**src/rtl/insfetch_pkg.sv**
```systemverilog
// insfetch_pkg: opcodes, BHT reset value and fetch FSM states shared by the fetch stage
package insfetch_pkg;
  localparam logic [6:0] OP_B    = 7'b1100011;
  localparam logic [6:0] OP_JAL  = 7'b1101111;
  localparam logic [6:0] OP_JALR = 7'b1100111;
  localparam logic [1:0] BHT_INIT = 2'b01;
  typedef enum logic [1:0] {IDLE, WAIT, DROP} fetch_state_t;
endpackage

```
**src/rtl/insfetch_bht.sv**
```systemverilog
// insfetch_bht: table of 2-bit saturating branch counters, async read, trained by ROB commits
module insfetch_bht
  import insfetch_pkg::*;
#(
  parameter int BHT_BITS = 8
) (
  input  logic                clk_in,
  input  logic                rst_in,
  input  logic                rdy_in,
  input  logic [BHT_BITS-1:0] rd_idx,
  output logic [1:0]          ctr,
  input  logic                upd,
  input  logic [BHT_BITS-1:0] upd_idx,
  input  logic                taken
);
  localparam int SIZE = 1 << BHT_BITS;
  logic [1:0] ctrs [SIZE];
  logic [1:0] cur;
  assign ctr = ctrs[rd_idx];
  assign cur = ctrs[upd_idx];
  // saturating train; a same-cycle read still returns the pre-update value
  always_ff @(posedge clk_in or posedge rst_in) begin
    if (rst_in) begin
      for (int i = 0; i < SIZE; i++) ctrs[i] <= BHT_INIT;
    end else if (rdy_in && upd) begin
      ctrs[upd_idx] <= taken ? ((cur == 2'd3) ? cur : cur + 2'd1)
                             : ((cur == 2'd0) ? cur : cur - 2'd1);
    end
  end
endmodule

```
**src/rtl/insfetch.sv**
```systemverilog
// insfetch: fetch stage holding the PC, one outstanding icache request and next-PC prediction
module insfetch
  import insfetch_pkg::*;
#(
  parameter int          BHT_BITS = 8,
  parameter logic [31:0] RESET_PC = 32'h0
) (
  input  logic        clk_in,
  input  logic        rst_in,
  input  logic        rdy_in,
  output logic        ic_req,
  output logic [31:0] ic_addr,
  input  logic        ic_valid,
  input  logic [31:0] ic_data,
  input  logic        f_stall,
  output logic        is_ins,
  output logic [31:0] ins_addr,
  output logic [31:0] ins,
  output logic        pred_jmp,
  output logic [31:0] pred_another,
  input  logic        rob_clear,
  input  logic [31:0] rob_new_pc,
  input  logic        rob_br_upd,
  input  logic [31:0] rob_br_pc,
  input  logic        rob_br_taken
);
  fetch_state_t state, state_nxt;
  logic [31:0] pc, imm_b, imm_j, seq_pc, br_pc, jal_pc, nxt_pc, another;
  logic [1:0]  ctr;
  logic        is_b, is_j, br_taken, p_jmp, fire, take, done;
  logic        unused_ok;
  assign unused_ok = ^{rob_br_pc[31:BHT_BITS+2], rob_br_pc[1:0]};
  insfetch_bht #(.BHT_BITS(BHT_BITS)) u_bht (
    .clk_in  (clk_in),
    .rst_in  (rst_in),
    .rdy_in  (rdy_in),
    .rd_idx  (ic_addr[BHT_BITS+1:2]),
    .ctr     (ctr),
    .upd     (rob_br_upd),
    .upd_idx (rob_br_pc[BHT_BITS+1:2]),
    .taken   (rob_br_taken)
  );
  // decode the returning word and predict the PC that follows it
  always_comb begin
    imm_b    = {{20{ic_data[31]}}, ic_data[7], ic_data[30:25], ic_data[11:8], 1'b0};
    imm_j    = {{12{ic_data[31]}}, ic_data[19:12], ic_data[20], ic_data[30:21], 1'b0};
    seq_pc   = ic_addr + 32'd4;
    br_pc    = ic_addr + imm_b;
    jal_pc   = ic_addr + imm_j;
    is_b     = ic_data[6:0] == OP_B;
    is_j     = ic_data[6:0] == OP_JAL;
    br_taken = is_b && ctr[1];
    p_jmp    = is_j || br_taken;
    nxt_pc   = is_j ? jal_pc : br_taken ? br_pc : seq_pc;
    another  = (is_b && !br_taken) ? br_pc : seq_pc;
  end
  // next state: a flush always beats starting a new fetch; abandoned words are drained in DROP
  always_comb begin
    state_nxt = state;
    case (state)
      IDLE:    state_nxt = (!rob_clear && !f_stall) ? WAIT : IDLE;
      WAIT:    state_nxt = ic_valid ? IDLE : rob_clear ? DROP : WAIT;
      DROP:    state_nxt = ic_valid ? IDLE : DROP;
      default: state_nxt = IDLE;
    endcase
    fire = state == IDLE && state_nxt == WAIT;
    take = state == WAIT && ic_valid && !rob_clear;
    done = state != IDLE && ic_valid;
  end
  // state register, frozen while rdy_in is low
  always_ff @(posedge clk_in or posedge rst_in) begin
    if (rst_in) state <= IDLE;
    else if (rdy_in) state <= state_nxt;
  end
  // PC, icache request and decode-facing output registers
  always_ff @(posedge clk_in or posedge rst_in) begin
    if (rst_in) begin
      pc           <= RESET_PC;
      ic_req       <= 1'b0;
      ic_addr      <= RESET_PC;
      is_ins       <= 1'b0;
      ins_addr     <= 32'h0;
      ins          <= 32'h0;
      pred_jmp     <= 1'b0;
      pred_another <= 32'h0;
    end else if (rdy_in) begin
      is_ins <= take;
      if (fire) begin
        ic_req  <= 1'b1;
        ic_addr <= pc;
      end else if (done) begin
        ic_req <= 1'b0;
      end
      if (rob_clear) pc <= rob_new_pc;
      else if (take) pc <= nxt_pc;
      if (take) begin
        ins          <= ic_data;
        ins_addr     <= ic_addr;
        pred_jmp     <= p_jmp;
        pred_another <= another;
      end
    end else begin
      is_ins <= 1'b0;
    end
  end
endmodule

```
**config.mk**
```make
export PLATFORM = sky130hd
export DESIGN_NAME = insfetch
export DESIGN_NICKNAME = d
export VERILOG_FILES = /design/src/rtl/insfetch_pkg.sv /design/src/rtl/insfetch_bht.sv /design/src/rtl/insfetch.sv
export SDC_FILE = /design/constraint.sdc
export NUM_CORES = 2
export LEC_CHECK = 0
export BUFFER_PORTS_ARGS = -buffer_cell sky130_fd_sc_hd__buf_2
export CAP_MARGIN = 5
export CORE_UTILIZATION = 40
export CTS_BUF_LIST = sky130_fd_sc_hd__clkbuf_4
export CTS_CLUSTER_DIAMETER = 200
export CTS_CLUSTER_SIZE = 16
export DETAILED_ROUTE_END_ITERATION = 8
export GPL_TIMING_DRIVEN = 0
export PLACE_DENSITY = 0.63
export SETUP_SLACK_MARGIN = 0.5
export SYNTH_ARGS = -nofsm -noshare
export SYNTH_HDL_FRONTEND = slang
export SYNTH_SLANG_ARGS = --single-unit
```
**constraint.sdc**
```tcl
create_clock -name clk_in -period 18.8 [get_ports clk_in]
set_clock_uncertainty 0.05 [all_clocks]
set_input_delay 0.94 -clock clk_in [delete_from_list [all_inputs] [get_ports clk_in]]
set_output_delay 0.94 -clock clk_in [all_outputs]
set_load 0.1 [all_outputs]
```
After elaboration in Yosys (flattened, before gate mapping)
Index checks and enable logic that the tools add are counted.
{"block": "totals", "elab_cells": 328, "register_bits": 677, "output_inout_bits": 131, "inputBits": 104}
{"block": "classes", "bitwise_logic": 2, "n_reduce_logical": 22, "n_addsub": 5, "n_lt_le_gt_ge": 3, "muxes": 25, "eq_ne": 6}
{"operator": "$bwmux W512", "n": 1}
{"operator": "$mux W32", "n": 5}
{"operator": "$add A32 B32 Y32", "n": 2}
{"operator": "$add A32 B3 Y32 const B", "n": 1}
{"operator": "$bmux W2 S8", "n": 2}
{"operator": "$mux W2", "n": 11}
{"operator": "$ge A9 B9 Y1 const B", "n": 2}
{"operator": "$not A8 Y9", "n": 2}
{"operator": "$demux W2 S8", "n": 1}
{"operator": "$eq A7 B7 Y1 const B", "n": 2}
{"operator": "$logic_and A1 B1 Y1", "n": 9}
{"operator": "$lt A9 B1 Y1 const B", "n": 1}
{"operator": "$reduce_and A2 Y1", "n": 4}
{"operator": "$pmux W2 S3", "n": 1}
{"operator": "$reduce_bool A2 Y1", "n": 3}
{"operator": "$eq A2 B1 Y1 const B", "n": 2}
{"operator": "$eq A2 B2 Y1 const B", "n": 2}
{"operator": "$logic_not A2 Y1", "n": 2}
{"operator": "$mux W1", "n": 4}
{"operator": "$logic_not A1 Y1", "n": 3}
{"operator": "$add A2 B1 Y2 const B", "n": 1}
{"operator": "$sub A2 B1 Y2 const B", "n": 1}
{"operator": "$logic_or A1 B1 Y1", "n": 1}

Logic depth before layout (Yosys ltp)
{"block": "logic_depth", "depth_word": 9, "depth_mapped": 16, "mapped_depth_nobuf": 12}

Modules after synthesis
A second synthesis with hierarchy kept.
{"block": "hier_totals", "hier_cells": 3825, "hier_area_um2": 39001.2}
{"module": "insfetch_bht", "cells_each": 2553, "seq_area_each_um2": 13132.6, "n_inst": 1, "area_each_um2": 28479.8}
{"module": "insfetch", "cells_each": 1272, "seq_area_each_um2": 4103.9, "n_inst": 1, "area_each_um2": 10521.3}

Worst setup path after synthesis
Ideal clock, no wire load.
{"block": "synth_timing", "path_kind": "register -> register", "from": "register ic_addr[2]", "to": "register pc[25]", "stages_incl_launch_ff": 17, "synth_period_minus_slack_ns": 4.546, "path_buffers": 5, "required_ns": 18.673, "setup_time_ns": 0.077, "arrival_ns": 4.418, "path_slack_ns": 14.254, "cell_sequence": "dfrtp_1 > buf_2 > buf_4 > buf_4 > buf_2 > inv_1 > fa_1 > nor2b_1 > o2111ai_1 > a21boi_0 > o21ai_0 > a21oi_1 > or4_1 > clkbuf_1 > a31oi_1 > o221a_2 > a21oi_1"}
{"block": "synth_between", "elab_chain_cells": 9, "elab_cells_between_ends": 12, "cone_classes": "3 x add/sub; 7 x mux; 1 x bitwise; 1 x reduce/logical"}
{"item": "from (decl)", "line": "insfetch.sv:12", "rtl": "output logic [31:0] ic_addr,"}
{"item": "from (signal assigned)", "line": "insfetch.sv:90", "rtl": "ic_addr <= pc;"}
{"item": "$not A8 Y9 (implied by the code)", "line": "insfetch_bht.sv:19", "rtl": "assign ctr = ctrs[rd_idx];"}
{"item": "$bmux W2 S8", "line": "insfetch_bht.sv:19"}
{"item": "$mux W2 (implied by the code) (2 in a row)", "line": "insfetch_bht.sv:19"}
{"item": "$logic_and A1 B1 Y1", "line": "insfetch.sv:52", "rtl": "br_taken = is_b && ctr[1];"}
{"item": "$mux W32", "line": "insfetch.sv:54", "rtl": "nxt_pc = is_j ? jal_pc : br_taken ? br_pc : seq_pc;"}
{"item": "$mux W32 *", "line": "insfetch.sv:54"}
{"item": "$mux W32 *", "line": "insfetch.sv:95", "rtl": "else if (take) pc <= nxt_pc;"}
{"item": "$mux W32 *", "line": "insfetch.sv:94", "rtl": "if (rob_clear) pc <= rob_new_pc;"}
{"item": "to (signal assigned)", "line": "insfetch.sv:94"}
{"item": "to (signal assigned)", "line": "insfetch.sv:95"}
{"item": "to (decl)", "line": "insfetch.sv:28", "rtl": "logic [31:0] pc, imm_b, imm_j, seq_pc, br_pc, jal_pc, nxt_pc, another;"}
Mark *: on every way between the ends. The rest lies on a longest branch, timed or not. The select of a mux whose other input is x is not followed.
A chain may end at the register's enable or synchronous reset.

Worst setup path after layout
{"block": "layout_timing", "from": "register ic_addr[3]", "to": "register pc[26]"}
The elaborated chain is that of the path after synthesis.

==> reports/qor.csv <==
metric;value;unit
status;complete, but fails checks;
violations;max-capacitance violations, max-slew violations;
grt_pass1_wl;206000;microns
setup_tns;0;ns
crit_arrival;7.35;ns
grt_pass1_vias;29389;
leakage;17.1;nW
synth_compound_gate_area_share;10.0;%
synth-main-ff-cell;dfrtp_1;
coreArea;91500;sq um
wl;143000;microns
clockRootBuffer;clkbuf_4;
cts-buffers-inserted;48;
postSynth.asyncResetShare;100;%
reg2reg_slack;12.20;ns
nNetsFinal;3824;
first_pass_iters;6;
end_kind;register;
use_met2;46.9;%
synth_top_area_share;28.5;%
drt_iter0_drc;3905;
ir_drop;0.0980;mV
yosysMostFrequentCell;nand2_1;
cts.clk_slew.worst_paths;0.21;ns
clkSinkCount;676;
grt_max_degree;43;
ctsHoldBuffers;1;
post-route-drc-count;0;
place_congestion;0.982;
gr-max-usage-layer;met2;
synth_area_leaders;dfrtp_1, dfstp_2, mux4_2;
synth_edf_count;0;
slowest_stage;dfrtp_1;
cap_violations;4;
use_met3;6.43;%
ios;235;
crit_top_cell;buf_2;
yosys.area_share.simple;13.1;%
start_kind;register;
setup_slack;12.20;ns
holdPathStages;2;
power_density;123;nW/um^2
numPortBuffers;204;
reg2regPathDepth;12;
finalMaxSlewViolations;43;
dp_hpwl;105000;microns
min_to;state[1]$_DFFE_PP0P_;
die_width;306;microns
grtUsageMet1;39.8;%
ant_nets;0;
die_height;306;microns
cp_data_required_time;19.55;ns
dp_slack;12.58;ns
cts_setup_buffers;0;
stdcell_area;40700;sq um
drive_above_1_share;33.0;%
grt.overflow.total;0;
synth_top_family_by_area;multiplexers;
synth_top_cell_by_area;dfrtp_1;
ys_seq_area_share;46.7;%
finalHoldViolCount;0;
slew_headroom;-3.43;%
grt_usage;30.4;%
fin_crit;6.60;ns
synth-adder-area-share;1.60;%
critPathMaxFanout;10;
synth-xor-area-share;1.64;%
ys_ff_latch;676;
postSynthCellCount;3387;
min_from;ic_valid;
htreeDepth;2;
cts.repair.resized;0;
via_per_inst;6.18;
syn_nets;3537;
yosys_warnings;0;
r2r_start;ic_addr[3]$_DFFE_PP0P_;
clk_latency;1.05;ns
fill_cells;8728;
fin_crit_sh;35.1;%
antenna_found_initial;8;
critPathKind;reg -> reg;
syn_area;36900;sq um
total_power;5.00;mW
cts_tree;yes;
synth_cell_type_count;70;
cts_max_path_buffers;3;
timing.rr.end;pc[26]$_DFFE_PP0P_;
synthMuxAreaShare;23.8;%
path_cells;buf_2 > buf_2 > buf_2 > buf_2 > mux2i_1 > o21ai_0 > a21o_1 > nor3_1 > o21ai_1 > nand2_1 > mux2_2 > o311ai_0;
rsz0062_at_grt;no;
min_path_type;in -> reg;
fin_util;44.5;%
place_area;39900;sq um
syn2layout_area_growth;10.3;%
routedWlPerCell;29.2;microns
setup_viol;0;
fmax;0.151;GHz
syn_area_per_cell;10.9;sq um
synth.top_cells.by_count;nand2_1, dfrtp_1, nor2_1, mux2_2, dfstp_2;
tightest_slew;1.55;ns
vias;30277;
rows;111;
start_util;40.3;%
dieArea;93400;sq um
cp_slowest_stage_delay;0.90;ns
[worst max-delay path: cells and delay by family (launching register included)]
family,cells,cell delay (ns)
buf+inv,4,2.22
simple gates,2,1.14
compound gates,4,1.12
mux,2,0.96
flops,1,0.90
[report_power, final]
part / total [mW] / internal [mW] / switching (mW)
registers: 1.81 / 1.62 / 0.188
clock network: 0.712 / 0.205 / 0.507
logic: 2.48 / 0.616 / 1.86
total: 5.00 / 2.44 / 2.56
[flip-flops by register name, summed over array words and instances, names as in the netlist, 2 cells and up]
name and cells:
ic_addr 32, ins_addr 32, u_bht.ctrs 512, pc 32, ins 32, pred_another 31, state 2
[per-layer routing]
layer	wire [microns]	share of wire, %
met1	54800	38
met2	64600	45
met3	14700	10
met4	8930	6.2
met5	73	0.051
[cell families after synthesis]
kind of cell / Yosys count
adder cells (fa/ha/maj): 46
buffers and inverters: 258
AND/OR/NAND/NOR: 1146
multiplexers: 557
XOR/XNOR: 69
AO/OA/AOI/OAI: 635
flip-flops: 676
[cells in the final DEF (no fill, tap or decap), types with 28 or more instances in the layout]
cell	count
buf_2	267
ha_1	44
dfrtp_1	420
o21ai_0	228
dfstp_2	256
mux2_2	303
nor3_1	34
nor2_1	371
inv_1	31
a21oi_1	222
buf_4	28
clkbuf_1	117
xnor2_1	49
mux4_2	225
nand2_1	537
mux2i_1	29
clkbuf_4	86
nand3_1	61
[layout make-up]
type                    instances  area (sq um)  share of cell area (%)
well taps                    1186          1480                    3.65
repair buffers                237          1620                    3.98
plain buffers                 225          1050                    2.59
diodes                          2          5.00                  0.0123
multi-input cells            2453         18500                    45.4
clock inverters                 3          32.5                  0.0800
inverters                      33           128                   0.314
clock buffers                  86           646                    1.59
flip-flops and latches        676         17200                    42.4
[stage by stage]
step / hold slack (ns) / cells
2_1_floorplan: 0.395 / 3387
3_3_place_gp: 0.404 / 4777
3_5_place_dp: 0.406 / 4805
4_1_cts: 0.0531 / 4895
5_1_grt: 0.103 / 4900
6_report: 0.124 / 4901
[worst max path at each step]
stage / cells past startpoint / from / endpoint / slack (ns)
finish: 12 / ic_addr[3]$_DFFE_PP0P_ / pc[26]$_DFFE_PP0P_ / 12.20
global route: 12 / ic_addr[3]$_DFFE_PP0P_ / pc[26]$_DFFE_PP0P_ / 12.30
CTS: 12 / ic_addr[3]$_DFFE_PP0P_ / pc[26]$_DFFE_PP0P_ / 12.50
detailed placement: 12 / ic_addr[3]$_DFFE_PP0P_ / pc[26]$_DFFE_PP0P_ / 12.58
global placement: 2 / rst_in / u_bht.ctrs[197]$_DFFE_PP0P_ / 4.45
floorplan: 1 / rst_in / ic_addr[0]$_DFFE_PP0P_ / 8.77
(Power assumes the default switching activity.)
